## src/rtl/i2c_pkg.sv

```systemverilog
// Shared I2C definitions: FSM encoding, ACK polarity and SDA drive mnemonics.
// Used by both the I2C master and the I2C slave.
package i2c_pkg;

    localparam int unsigned I2C_BYTE_W    = 8;
    localparam int unsigned I2C_BIT_CNT_W = 3;

    localparam logic I2C_ACK  = 1'b0;
    localparam logic I2C_NACK = 1'b1;

    // Open-drain SDA enable: DRIVE pulls the line low, RELEASE lets it float high.
    localparam logic I2C_OEN_DRIVE   = 1'b1;
    localparam logic I2C_OEN_RELEASE = 1'b0;

    typedef enum logic [3:0] {
        ST_IDLE,
        ST_ADDR,
        ST_ACK_ADDR,
        ST_REG,
        ST_ACK_REG,
        ST_WRITE,
        ST_ACK_WR,
        ST_READ,
        ST_ACK_R,
        ST_WAIT
    } i2c_state_e;

endpackage

```

## src/rtl/i2c_line_sync.sv

```systemverilog
// SCL/SDA synchroniser with edge and START/STOP detection.
// All outputs are registered so the pulses and sampled SDA stay mutually aligned.
module i2c_line_sync #(
    parameter int unsigned SYNC_STAGES = 2
) (
    input  logic Clk,
    input  logic Reset,
    input  logic i_scl,
    input  logic i_sda,
    output logic o_scl_rise,
    output logic o_scl_fall,
    output logic o_start_det,
    output logic o_stop_det,
    output logic o_sda_s
);

    logic [SYNC_STAGES-1:0] r_scl_sync;
    logic [SYNC_STAGES-1:0] r_sda_sync;
    logic                   r_scl_d;
    logic                   r_sda_d;
    logic                   w_scl_s;
    logic                   w_sda_s;

    assign w_scl_s = r_scl_sync[SYNC_STAGES-1];
    assign w_sda_s = r_sda_sync[SYNC_STAGES-1];

    // Lines reset to the idle-high level so no edge is seen coming out of reset.
    always_ff @(posedge Clk or posedge Reset) begin
        if (Reset) begin
            r_scl_sync  <= '1;
            r_sda_sync  <= '1;
            r_scl_d     <= 1'b1;
            r_sda_d     <= 1'b1;
            o_scl_rise  <= 1'b0;
            o_scl_fall  <= 1'b0;
            o_start_det <= 1'b0;
            o_stop_det  <= 1'b0;
            o_sda_s     <= 1'b1;
        end else begin
            r_scl_sync  <= {r_scl_sync[SYNC_STAGES-2:0], i_scl};
            r_sda_sync  <= {r_sda_sync[SYNC_STAGES-2:0], i_sda};
            r_scl_d     <= w_scl_s;
            r_sda_d     <= w_sda_s;
            o_scl_rise  <= w_scl_s & ~r_scl_d;
            o_scl_fall  <= ~w_scl_s & r_scl_d;
            o_start_det <= w_scl_s & r_sda_d & ~w_sda_s;
            o_stop_det  <= w_scl_s & ~r_sda_d & w_sda_s;
            o_sda_s     <= w_sda_s;
        end
    end

endmodule

```

## src/rtl/i2c_slave.sv

```systemverilog
// I2C target with 7-bit address and 8-bit auto-incrementing register pointer.
// Serves a simple register-file port; SDA is open-drain, no clock stretching.
module i2c_slave
    import i2c_pkg::*;
#(
    parameter logic [6:0]  SLAVE_ADDR  = 7'h42,
    parameter int unsigned SYNC_STAGES = 2
) (
    input  logic       Clk,
    input  logic       Reset,
    input  logic       I2C_SCL_I,
    input  logic       I2C_SDA_I,
    output logic       I2C_SDA_OEn,
    output logic       I2C_SDA_O,
    output logic [7:0] Reg_Addr,
    output logic [7:0] Wr_Data,
    output logic       Wr_Strobe,
    output logic       Rd_Strobe,
    input  logic [7:0] Rd_Data,
    output logic       Busy
);

    localparam logic [I2C_BIT_CNT_W-1:0] LAST_BIT = '1;

    logic w_scl_rise;
    logic w_scl_fall;
    logic w_start;
    logic w_stop;
    logic w_sda_s;

    i2c_line_sync #(
        .SYNC_STAGES (SYNC_STAGES)
    ) u_line_sync (
        .Clk         (Clk),
        .Reset       (Reset),
        .i_scl       (I2C_SCL_I),
        .i_sda       (I2C_SDA_I),
        .o_scl_rise  (w_scl_rise),
        .o_scl_fall  (w_scl_fall),
        .o_start_det (w_start),
        .o_stop_det  (w_stop),
        .o_sda_s     (w_sda_s)
    );

    i2c_state_e               r_state,   w_state;
    logic [I2C_BIT_CNT_W-1:0] r_cnt,     w_cnt;
    logic [I2C_BYTE_W-1:0]    r_shift,   w_shift;
    logic [I2C_BYTE_W-1:0]    r_ptr,     w_ptr;
    logic [I2C_BYTE_W-1:0]    r_wr_data, w_wr_data;
    logic                     r_oen,     w_oen;
    logic                     r_busy,    w_busy;
    logic                     r_wr_stb,  w_wr_stb;
    logic                     r_rd_stb,  w_rd_stb;
    logic                     r_mack,    w_mack;
    logic                     r_rw,      w_rw;
    logic [I2C_BYTE_W-1:0]    w_rx_byte;

    always_ff @(posedge Clk or posedge Reset) begin
        if (Reset) begin
            r_state   <= ST_IDLE;
            r_cnt     <= '0;
            r_shift   <= '0;
            r_ptr     <= '0;
            r_wr_data <= '0;
            r_oen     <= I2C_OEN_RELEASE;
            r_busy    <= 1'b0;
            r_wr_stb  <= 1'b0;
            r_rd_stb  <= 1'b0;
            r_mack    <= I2C_NACK;
            r_rw      <= 1'b0;
        end else begin
            r_state   <= w_state;
            r_cnt     <= w_cnt;
            r_shift   <= w_shift;
            r_ptr     <= w_ptr;
            r_wr_data <= w_wr_data;
            r_oen     <= w_oen;
            r_busy    <= w_busy;
            r_wr_stb  <= w_wr_stb;
            r_rd_stb  <= w_rd_stb;
            r_mack    <= w_mack;
            r_rw      <= w_rw;
        end
    end

    always_comb begin
        w_state   = r_state;
        w_cnt     = r_cnt;
        w_shift   = r_shift;
        w_ptr     = r_ptr;
        w_wr_data = r_wr_data;
        w_oen     = r_oen;
        w_busy    = r_busy;
        w_wr_stb  = 1'b0;
        w_rd_stb  = 1'b0;
        w_mack    = r_mack;
        w_rw      = r_rw;
        w_rx_byte = {r_shift[I2C_BYTE_W-2:0], w_sda_s};

        // Pointer advances the cycle after a write strobe so Reg_Addr is stable during it.
        if (r_wr_stb) begin
            w_ptr = r_ptr + 8'd1;
        end

        case (r_state)
            ST_ADDR: begin
                if (w_scl_rise) begin
                    w_shift = w_rx_byte;
                    w_cnt   = r_cnt + 3'd1;
                    if (r_cnt == LAST_BIT) begin
                        if (w_rx_byte[7:1] == SLAVE_ADDR) begin
                            w_state = ST_ACK_ADDR;
                            w_rw    = w_rx_byte[0];
                        end else begin
                            w_state = ST_IDLE;
                            w_oen   = I2C_OEN_RELEASE;
                            w_busy  = 1'b0;
                        end
                    end
                end
            end
            ST_ACK_ADDR: begin
                // First fall starts the ACK low phase, the second ends it.
                if (w_scl_fall) begin
                    if (r_oen == I2C_OEN_RELEASE) begin
                        w_oen  = I2C_OEN_DRIVE;
                        w_busy = 1'b1;
                    end else begin
                        w_oen = I2C_OEN_RELEASE;
                        if (r_rw) begin
                            w_state  = ST_READ;
                            w_rd_stb = 1'b1;
                            w_cnt    = '0;
                        end else begin
                            w_state = ST_REG;
                        end
                    end
                end
            end
            ST_REG: begin
                if (w_scl_rise) begin
                    w_shift = w_rx_byte;
                    w_cnt   = r_cnt + 3'd1;
                    if (r_cnt == LAST_BIT) begin
                        w_ptr   = w_rx_byte;
                        w_state = ST_ACK_REG;
                    end
                end
            end
            ST_ACK_REG, ST_ACK_WR: begin
                if (w_scl_fall) begin
                    if (r_oen == I2C_OEN_RELEASE) begin
                        w_oen = I2C_OEN_DRIVE;
                    end else begin
                        w_oen   = I2C_OEN_RELEASE;
                        w_state = ST_WRITE;
                    end
                end
            end
            ST_WRITE: begin
                if (w_scl_rise) begin
                    w_shift = w_rx_byte;
                    w_cnt   = r_cnt + 3'd1;
                    if (r_cnt == LAST_BIT) begin
                        w_wr_data = w_rx_byte;
                        w_wr_stb  = 1'b1;
                        w_state   = ST_ACK_WR;
                    end
                end
            end
            ST_READ: begin
                // Rd_Data arrives one cycle after the strobe; its MSB goes out at once.
                if (r_rd_stb) begin
                    w_shift = Rd_Data;
                    w_oen   = Rd_Data[7] ? I2C_OEN_RELEASE : I2C_OEN_DRIVE;
                end else if (w_scl_fall) begin
                    if (r_cnt == LAST_BIT) begin
                        w_oen   = I2C_OEN_RELEASE;
                        w_cnt   = '0;
                        w_state = ST_ACK_R;
                    end else begin
                        w_shift = {r_shift[I2C_BYTE_W-2:0], 1'b0};
                        w_oen   = r_shift[6] ? I2C_OEN_RELEASE : I2C_OEN_DRIVE;
                        w_cnt   = r_cnt + 3'd1;
                    end
                end
            end
            ST_ACK_R: begin
                if (w_scl_rise) begin
                    w_mack = w_sda_s;
                    if (w_sda_s == I2C_ACK) begin
                        w_ptr = r_ptr + 8'd1;
                    end
                end else if (w_scl_fall) begin
                    if (r_mack == I2C_NACK) begin
                        w_state = ST_WAIT;
                    end else begin
                        w_state  = ST_READ;
                        w_rd_stb = 1'b1;
                        w_cnt    = '0;
                    end
                end
            end
            ST_IDLE, ST_WAIT: begin
            end
            default: begin
                w_state = ST_IDLE;
                w_oen   = I2C_OEN_RELEASE;
            end
        endcase

        // Bus conditions override everything; STOP has priority over START.
        if (w_stop) begin
            w_state = ST_IDLE;
            w_oen   = I2C_OEN_RELEASE;
            w_busy  = 1'b0;
        end else if (w_start) begin
            w_state = ST_ADDR;
            w_oen   = I2C_OEN_RELEASE;
            w_cnt   = '0;
        end
    end

    assign I2C_SDA_OEn = r_oen;
    assign I2C_SDA_O   = 1'b0;
    assign Reg_Addr    = r_ptr;
    assign Wr_Data     = r_wr_data;
    assign Wr_Strobe   = r_wr_stb;
    assign Rd_Strobe   = r_rd_stb;
    assign Busy        = r_busy;

endmodule
```

## config.mk

```make
export PLATFORM = sky130hd
export DESIGN_NAME = i2c_slave
export DESIGN_NICKNAME = d
export VERILOG_FILES = /design/src/rtl/i2c_pkg.sv /design/src/rtl/i2c_line_sync.sv /design/src/rtl/i2c_slave.sv
export SDC_FILE = /design/constraint.sdc
export NUM_CORES = 1
export LEC_CHECK = 0
export ABC_AREA = 1
export CAP_MARGIN = 25
export CORE_MARGIN = 5
export CORE_UTILIZATION = 41
export CTS_CLUSTER_SIZE = 40
export DETAILED_ROUTE_END_ITERATION = 16
export SLEW_MARGIN = 20
export SYNTH_ARGS = -nofsm -noshare
export SYNTH_HDL_FRONTEND = slang
export SYNTH_SLANG_ARGS = --single-unit
```

## constraint.sdc

```tcl
create_clock -name Clk -period 1.7 [get_ports Clk]
set_input_delay 0.34 -clock Clk [delete_from_list [all_inputs] [get_ports Clk]]
set_output_delay 0.34 -clock Clk [all_outputs]
set_load 0.01 [all_outputs]
```

; ---- After elaboration in Yosys (flattened, before gate mapping)
; Index checks and enable logic that the tools add are counted.
[word_totals]
reg_bits = 46
out_inout_bits = 21
in_bits = 12
wordCells = 157
[classes]
eq_ne = 39
add_sub_neg = 2
n_reduce_logical = 15
muxes = 72
n_bitwise = 10
[ops]
columns = operator, count
row1 = $mux 4, 18
row2 = $mux 8, 5
row3 = $mux 3, 13
row4 = $ne 4x1->1 const B, 8
row5 = $ne 4x2->1 const B, 8
row6 = $pmux 4 s8, 1
row7 = $mux 7, 4
row8 = $mux 1, 24
row9 = $eq 4x3->1 const B, 4
row10 = $pmux 8 s2, 1
row11 = $reduce_and 16->1, 1
row12 = $pmux 7 s2, 1
row13 = $ne 3x1->1 const B, 4
row14 = $ne 3x2->1 const B, 4
row15 = $pmux 3 s4, 1
row16 = $reduce_and 6->1, 2
row17 = $add 8x1->8 const B, 1
row18 = $eq 4x2->1 const B, 2
row19 = $eq 4x4->1 const B, 2
row20 = $reduce_and 4->1, 2
row21 = $eq 7x7->1 const B, 1
row22 = $and 1x1->1, 6
row23 = $reduce_or 3->1, 2
row24 = $ne 5x2->1 const B, 1
row25 = other kinds (17), 22

; ---- Logic depth before layout (Yosys ltp)
; Gate-level depths: netlist (run 1).
[depth]
depth_word = 7
ltp_mapped = 11
depth_no_buf = 10

; ---- Hierarchy
; Synthesis (run 1) repeated with hierarchy kept, for this count alone.
[hier_totals]
cells_unflattened = 415
area_unflattened_um2 = 2831.5
[by_module_without_submodules]
columns = mod, seq_area_each_um2, cells_each, area_each_um2, instances
row1 = i2c_slave, 902.1, 396, 2539.9, 1
row2 = i2c_line_sync, 257.7, 19, 291.5, 1

; ---- Worst setup path after synthesis (run 1)
; OpenSTA, ideal clock, no wires.
[synth_path]
path_kind = flip-flop to flip-flop
start = register r_cnt[0]
end = register r_ptr[6] (netlist: Reg_Addr[6])
period_less_slack_ps = 1600
t_required_ps = 1635
path_buffers = 0
path_stages_with_launch = 10
setup_slack_ps = 100
t_arrival_ps = 1536
setup_time_ps = 65
path_cell_list = dfrtp_1 -> ha_1 -> ha_1 -> nand2_1 -> inv_1 -> o21ai_1 -> inv_1 -> o21ai_0 -> nand2_1 -> nand2_1
[synth_via]
elab_chain_cells = 4
[synth_rtl]
columns = item, line_no
row1 = from (decl), i2c_slave.sv:46  ; logic [I2C_BIT_CNT_W-1:0] r_cnt, w_cnt;
row2 = from (signal assigned), i2c_slave.sv:73  ; r_cnt <= w_cnt;
row3 = $eq 3x3->1, i2c_slave.sv:144  ; if (r_cnt == LAST_BIT) begin
row4 = $mux 8, i2c_slave.sv:144
row5 = $mux 8, i2c_slave.sv:141  ; if (w_scl_rise) begin
row6 = $pmux 8 s2, i2c_slave.sv:105  ; case (r_state)
row7 = named net w_ptr[6], i2c_slave.sv:48  ; logic [I2C_BYTE_W-1:0] r_ptr, w_ptr;
row8 = to (signal assigned), i2c_slave.sv:75  ; r_ptr <= w_ptr;
row9 = to (decl), i2c_slave.sv:48
; The timed path passes the listed nets, and every way through them passes these cells.
; A chain may end at the register's enable or synchronous reset.

; ---- Final worst setup path (run 1)
[layout_path]
start = register r_ptr[5] (netlist: Reg_Addr[5])
end = output port Reg_Addr[5]
[layout_rtl]
columns = item, line_no
row1 = to (decl), i2c_slave.sv:15  ; output logic [7:0] Reg_Addr,
; No word-level cell between the ends.

==> flow_summary_export.csv, run 1 <==
group,metric,value,unit
cells_and_area,antenna_cells,0,
cells_and_area,area_growth,22.9,%
power,power.density,741,nW/µm²
sta,finalHoldViolCount,0,
sta,fmax,605,MHz
floorplanning,dieArea,9010,µm²
logic_synthesis,synth_seq_cells,46,
grt,grt_overflow,0,
logic_synthesis,async_flop_share,100,%
placed_design,routabilityCongestion,0.884,
cts,cts.sink_count,46,
cells_and_area,layout.nets,474,
sta,setup_tns,0,ps
critical_path,cp_max_fo,4,
logic_synthesis,synth_edf_count,0,
route,dr.pass1.iters,5,
logic_synthesis,synthCells,411,
logic_synthesis,synthFlopType,"dfrtp_1",
floorplanning,die_y,94.9,µm
critical_path,worst_path_max_delay_cell,"clkdlybuf4s50_1",
critical_path,arrival,1310,ps
min_path,hold_path.class,"flop to flop",
run,drv_cap,0,
placed_design,port_buffers,31,
sta,whs,361,ps
route,num_vias,2793,
cells_and_area,final_cell_mix,"nand2_1 (119), nor2_1 (41), inv_1 (36)",
route,drt-initial-drc-count,170,
route,wirelength,7760,µm
grt,grt_pass1_wl,13100,µm
grt,grt_start_max_net_pins,47,
floorplanning,ios,33,
critical_path,critical_path.cell_chain,"clkdlybuf4s50_1",
grt,grt_usage,18.5,%
sta,setup_violations,0,
cts,clock_latency,300,ps
cells_and_area,drive_gt1_share,17.8,%
cells_and_area,fin_util,50.9,%
floorplanning,rows,31,
critical_path,critPathMaxStageDelay,570,ps
power,power_leakage,0.00179,µW
logic_synthesis,synth_seq_area_share,39.2,%
critical_path,cp.required,1360,ps
cells_and_area,seq_area,1170,µm²
logic_synthesis,synth_warnings,0,
power,vdd_ir_drop_max,0.404,mV
cts,h-tree-depth,2,
critical_path,worst-path-stages,1,
critical_path,crit_path_start_kind,"flop",
route,via_per_inst,5.00,
cts,clk_path_buf_depth,2,
critical_path,crit_buf_inv,1,
floorplanning,die_w,94.9,µm
cells_and_area,design_area,3630,µm²
power,finalPower,2690,µW
run_status,status,"complete, no violations",
sta,fin_crit_sh,97.2,%
route,postRouteAntennaNets,0,
logic_synthesis,syn_area,2960,µm²
grt,grt_pass1_vias,2666,
min_path,worstHoldPathCells,0,
placed_design,placed_area,3450,µm²
cells_and_area,final_common_cell,"nand2_1",
floorplanning,start_util,41.4,%
placed_design,dpl.hpwl,5870,µm
grt,antenna_found_initial,0,
cells_and_area,fill_cells,742,
cts,cts_tree,"built",
critical_path,path_delay_family,"buffers and inverters",
cells_and_area,multi_input_area,1610,µm²
critical_path,endpoint_kind,"output pin",
cts,cts-buffers-inserted,5,
logic_synthesis,synth.distinct_cells,38,
critical_path,rr_worst_depth,8,
logic_synthesis,syn-mean-instance-area,7.19,µm²
route,wire_per_inst,13.9,µm
sta,drv_slew,0,
cts,clk_root_buffer_cell,"clkbuf_8",
logic_synthesis,syn_nets,426,
sta,period_needed,1650,ps
floorplanning,core,7140,µm²
route,drc_errors,0,
cts,clk_pin_slew,90,ps
sta,skew,6.99,ps
critical_path,critPathKind,"flop to output pin",
cts,hold_buffers,0,
cells by family after synthesis:
family	count (synthesis)	synth area share, %
simple gates	225	35.1
compound gates	77	14.4
buf+inv	54	8.38
flops	46	39.2
xor+xnor	5	1.48
fa+ha+maj	3	1.27
other cells	1	0.127
stage by stage:
stage               cells  setup slack [ps]
floorplan             411              99.6
global placement      548              12.1
detailed placement    548             -69.4
CTS                   556              20.7
global route          559             -4.65
finish                559              46.8
report_power, final:
part	internal, µW	switching, µW
clock network	335	398
logic	264	400
registers	1210	89.5
registers in the layout (all words and copies together), names as in the netlist:
name	count
Busy	1
u_line_sync.o_start_det	1
u_line_sync.o_scl_rise	1
u_line_sync.o_scl_fall	1
u_line_sync.o_stop_det	1
u_line_sync.r_scl_sync	2
r_mack	1
I2C_SDA_OEn	1
Rd_Strobe	1
u_line_sync.r_scl_d	1
Reg_Addr	8
r_shift	7
r_rw	1
r_state	4
Wr_Data	8
r_cnt	3
u_line_sync.r_sda_sync	2
u_line_sync.o_sda_s	1
Wr_Strobe	1
cells in the mapped netlist, types with 2 or more instances:
library cell  number  share of area, %
clkbuf_1           2              0.25
o21ai_0           32               5.4
a21oi_1           19               3.2
buf_6              3               1.1
nor2_2             5               1.1
nor2_8             2               1.4
o211ai_1           5               1.3
buf_4              2              0.51
nor3_1             5              0.85
ha_1               3               1.3
nand3_2            2              0.68
nand2_4            3               1.1
o221ai_1           2              0.59
inv_2              5              0.63
o21ai_1           12               2.0
dfrtp_1           39                33
nand4_1            2              0.42
dfstp_2            7               6.2
inv_1             39               5.0
a31oi_1            4              0.85
nand3_1           31               5.2
nor2_1            42               5.3
xor2_1             4               1.2
nor2_4             3               1.1
nand2_2            6               1.3
nand2_1          120                15
metal layers:
layer  vias up  routed length, µm  GRT usage [%]
li1       1424                  -              -
met1      1295               3570           25.6
met3         5                429           3.35
met5         -                  0              0
met2        69               3690           29.9
met4         0                 70           4.81
timing repair:
action | CTS | global route
endpoints found under the setup margin | 14 | 17
resized for setup | 4 | 18
pin swaps | 0 | 2
setup buffers | 0 | 3
final timing paths:
path	start	end	slack (ps)
setup / recovery	Reg_Addr[5]$_DFF_PP0_	Reg_Addr[5]	50
hold / removal	u_line_sync.r_sda_sync[0]$_DFF_PP1_	u_line_sync.r_sda_sync[1]$_DFF_PP1_	360
setup reg to reg	r_cnt[0]$_DFF_PP0_	r_state[0]$_DFFE_PP0P_	120
hold reg to reg	u_line_sync.r_sda_sync[0]$_DFF_PP1_	u_line_sync.r_sda_sync[1]$_DFF_PP1_	360
max in group asynchronous	Reset	u_line_sync.r_scl_d$_DFF_PP1_	1050
min in group asynchronous	Reset	r_shift[0]$_DFFE_PP0P_	380
layout make-up:
cell class                 instances  area share (%)
multi-input combinational        311            44.2
clock buffer                       6            2.27
inverter                          45            4.72
sequential                        46            32.1
timing repair buffer              50            12.9
clock inverter                     2           0.448
tap                               99            3.41
Note: power is estimated with default switching activity, not from simulation.
==> inputs of run 2 (changes only) <==
- CORE_UTILIZATION: 41 -> 51
- PLACE_DENSITY: unset -> 0.85
==> flow_summary_export.csv, run 2 (synthesis results as in run 1) <==
group,metric,value,unit
cells_and_area,final_common_cell,"nand2_1",
placed_design,dp.cells,525,
grt,grt_usage,21.0,%
critical_path,reg2reg_to,"r_state[3]$_DFFE_PP0P_",
grt,antenna_found_initial,0,
critical_path,rr_worst_depth,10,
critical_path,critPathMaxStageDelay,550,ps
run,drv_cap,0,
critical_path,arrival,1290,ps
critical_path,reg2reg_from,"r_state[0]$_DFFE_PP0P_",
critical_path,path_delay_family,"buffers and inverters",
grt,grt_pass1_wl,12400,µm
power,power_frac_clock,29.7,%
route,postRouteAntennaNets,0,
cts,clk_root_buffer_cell,"clkbuf_8",
critical_path,crit_buf_inv,1,
critical_path,critical_path.cell_chain,"clkdlybuf4s50_1",
sta,drv_slew,0,
power,internal_power,1910,µW
critical_path,crit_path_start_kind,"flop",
floorplanning,die_y,86.1,µm
power,vdd_ir_drop_max,0.541,mV
floorplanning,ios,33,
grt,grt_pass1_vias,2693,
power,power_switching,884,µW
route,drt-initial-drc-count,184,
cts,h-tree-depth,2,
power,power_frac_comb,23.6,%
sta,worst_slack,71.1,ps
cells_and_area,final_cell_mix,"nand2_1 (119), nor2_1 (40), inv_1 (37)",
critical_path,reg2reg_slack,120,ps
sta,period_needed,1630,ps
grt,grt_start_max_net_pins,18,
cts,clk_pin_slew,100,ps
floorplanning,dieArea,7420,µm²
cells_and_area,instances_no_fill,536,
power,swShare,31.7,%
cts,cts-buffers-inserted,5,
sta,fmax,614,MHz
critical_path,critPathKind,"flop to output pin",
floorplanning,core,5570,µm²
power,power_leakage,0.00180,µW
route,via_per_inst,5.31,
critical_path,endpoint_kind,"output pin",
sta,finalHoldViolCount,0,
sta,fin_crit_sh,95.8,%
route,dr.pass1.iters,5,
cells_and_area,drive_gt1_share,19.2,%
placed_design,dpl.hpwl,5800,µm
cts,hold_buffers,0,
cells_and_area,antenna_cells,0,
power,seq_power_share,46.7,%
min_path,hold_path.class,"primary input to asynchronous set/reset pin",
placed_design,port_buffers,31,
sta,setup_violations,0,
cts,clk_path_buf_depth,2,
route,wire_per_inst,13.9,µm
cts,clock_latency,310,ps
route,wirelength,7470,µm
cells_and_area,fill_cells,525,
cts,cts.sink_count,46,
cts,cts_tree,"built",
floorplanning,start_util,53.0,%
run_status,status,"complete, no violations",
critical_path,cp.required,1360,ps
route,drc_errors,0,
route,num_vias,2846,
critical_path,cp_max_fo,7,
sta,setup_tns,0,ps
power,power.density,761,nW/µm²
floorplanning,die_w,86.1,µm
critical_path,worst_path_max_delay_cell,"clkdlybuf4s50_1",
sta,skew,11.1,ps
placed_design,post-place-ws,-75.8,ps
power,finalPower,2790,µW
grt,grt_overflow,0,
cells_and_area,area_growth,24.0,%
floorplanning,rows,27,
cells_and_area,layout.nets,478,
placed_design,routabilityCongestion,0.904,
## run 2: changes by cell type in the layout (fill, tap and decap cells not counted), sizes merged
cell           change
clkdlybuf4s50      +1
buf                +4
clkinv             +1
dlymetal6s2s       -1
bufinv             +1
clkinvlp           -1
clkbuf             -1
## run 2: repair_timing
item	CTS	global route
setup endpoints to repair	12	18
endpoints found under the hold margin	0	0
gates resized for setup	3	25
setup buffers	0	3
## run 2: power by group through the flow
stage | registers, µW | clock network, µW | logic (µW)
final | 1300 | 829 | 658
after floorplan | 1280 | 0 | 434
after global routing | 1310 | 882 | 745
after CTS | 1290 | 836 | 637
after global placement | 1300 | 0 | 619
after detailed placement | 1310 | 0 | 632
## run 2: layout make-up
class	count	area [µm²]	share of cell area (%)
Clock buffer	5	68.8	1.88
Inverter	45	171	4.68
Multi-Input combinational cell	311	1630	44.4
Sequential cell	46	1170	31.9
Tap cell	72	90.1	2.46
Clock inverter	3	43.8	1.19
Timing Repair Buffer	54	495	13.5
## run 2: routing by layer
metal / part of all wire (%) / vias to the layer above / GRT usage [%]
met4: 1.6 / 0 / 5.76
met1: 45 / 1324 / 28.6
met5: 0 / - / 0
met3: 5.2 / 14 / 3.46
met2: 48 / 78 / 34.5
li1: - / 1430 / -
## run 2: through the flow
stage / cell area [µm²] / utilization (%) / hold WS, ps
after floorplan: 2960 / - / 344
after global placement: 3440 / 61.8 / 348
after detailed placement: 3440 / 61.8 / 347
after CTS: 3560 / 63.9 / 310
after global routing: 3670 / 65.8 / 323
final: 3670 / 65.8 / 302
## run 2: how the worst max path moves through the flow
stage	startpoint	endpoint	slack [ps]	depth (start not counted)
2_1_floorplan	r_cnt[0]$_DFF_PP0_	Reg_Addr[6]$_DFF_PP0_	100	9
3_3_place_gp	r_cnt[0]$_DFF_PP0_	Reg_Addr[6]$_DFF_PP0_	50	9
3_5_place_dp	r_cnt[0]$_DFF_PP0_	Reg_Addr[6]$_DFF_PP0_	-80	9
4_1_cts	Reg_Addr[2]$_DFF_PP0_	Reg_Addr[2]	3	1
5_1_grt	r_state[1]$_DFFE_PP0P_	r_state[1]$_DFFE_PP0P_	-20	9
6_report	Reg_Addr[2]$_DFF_PP0_	Reg_Addr[2]	70	1
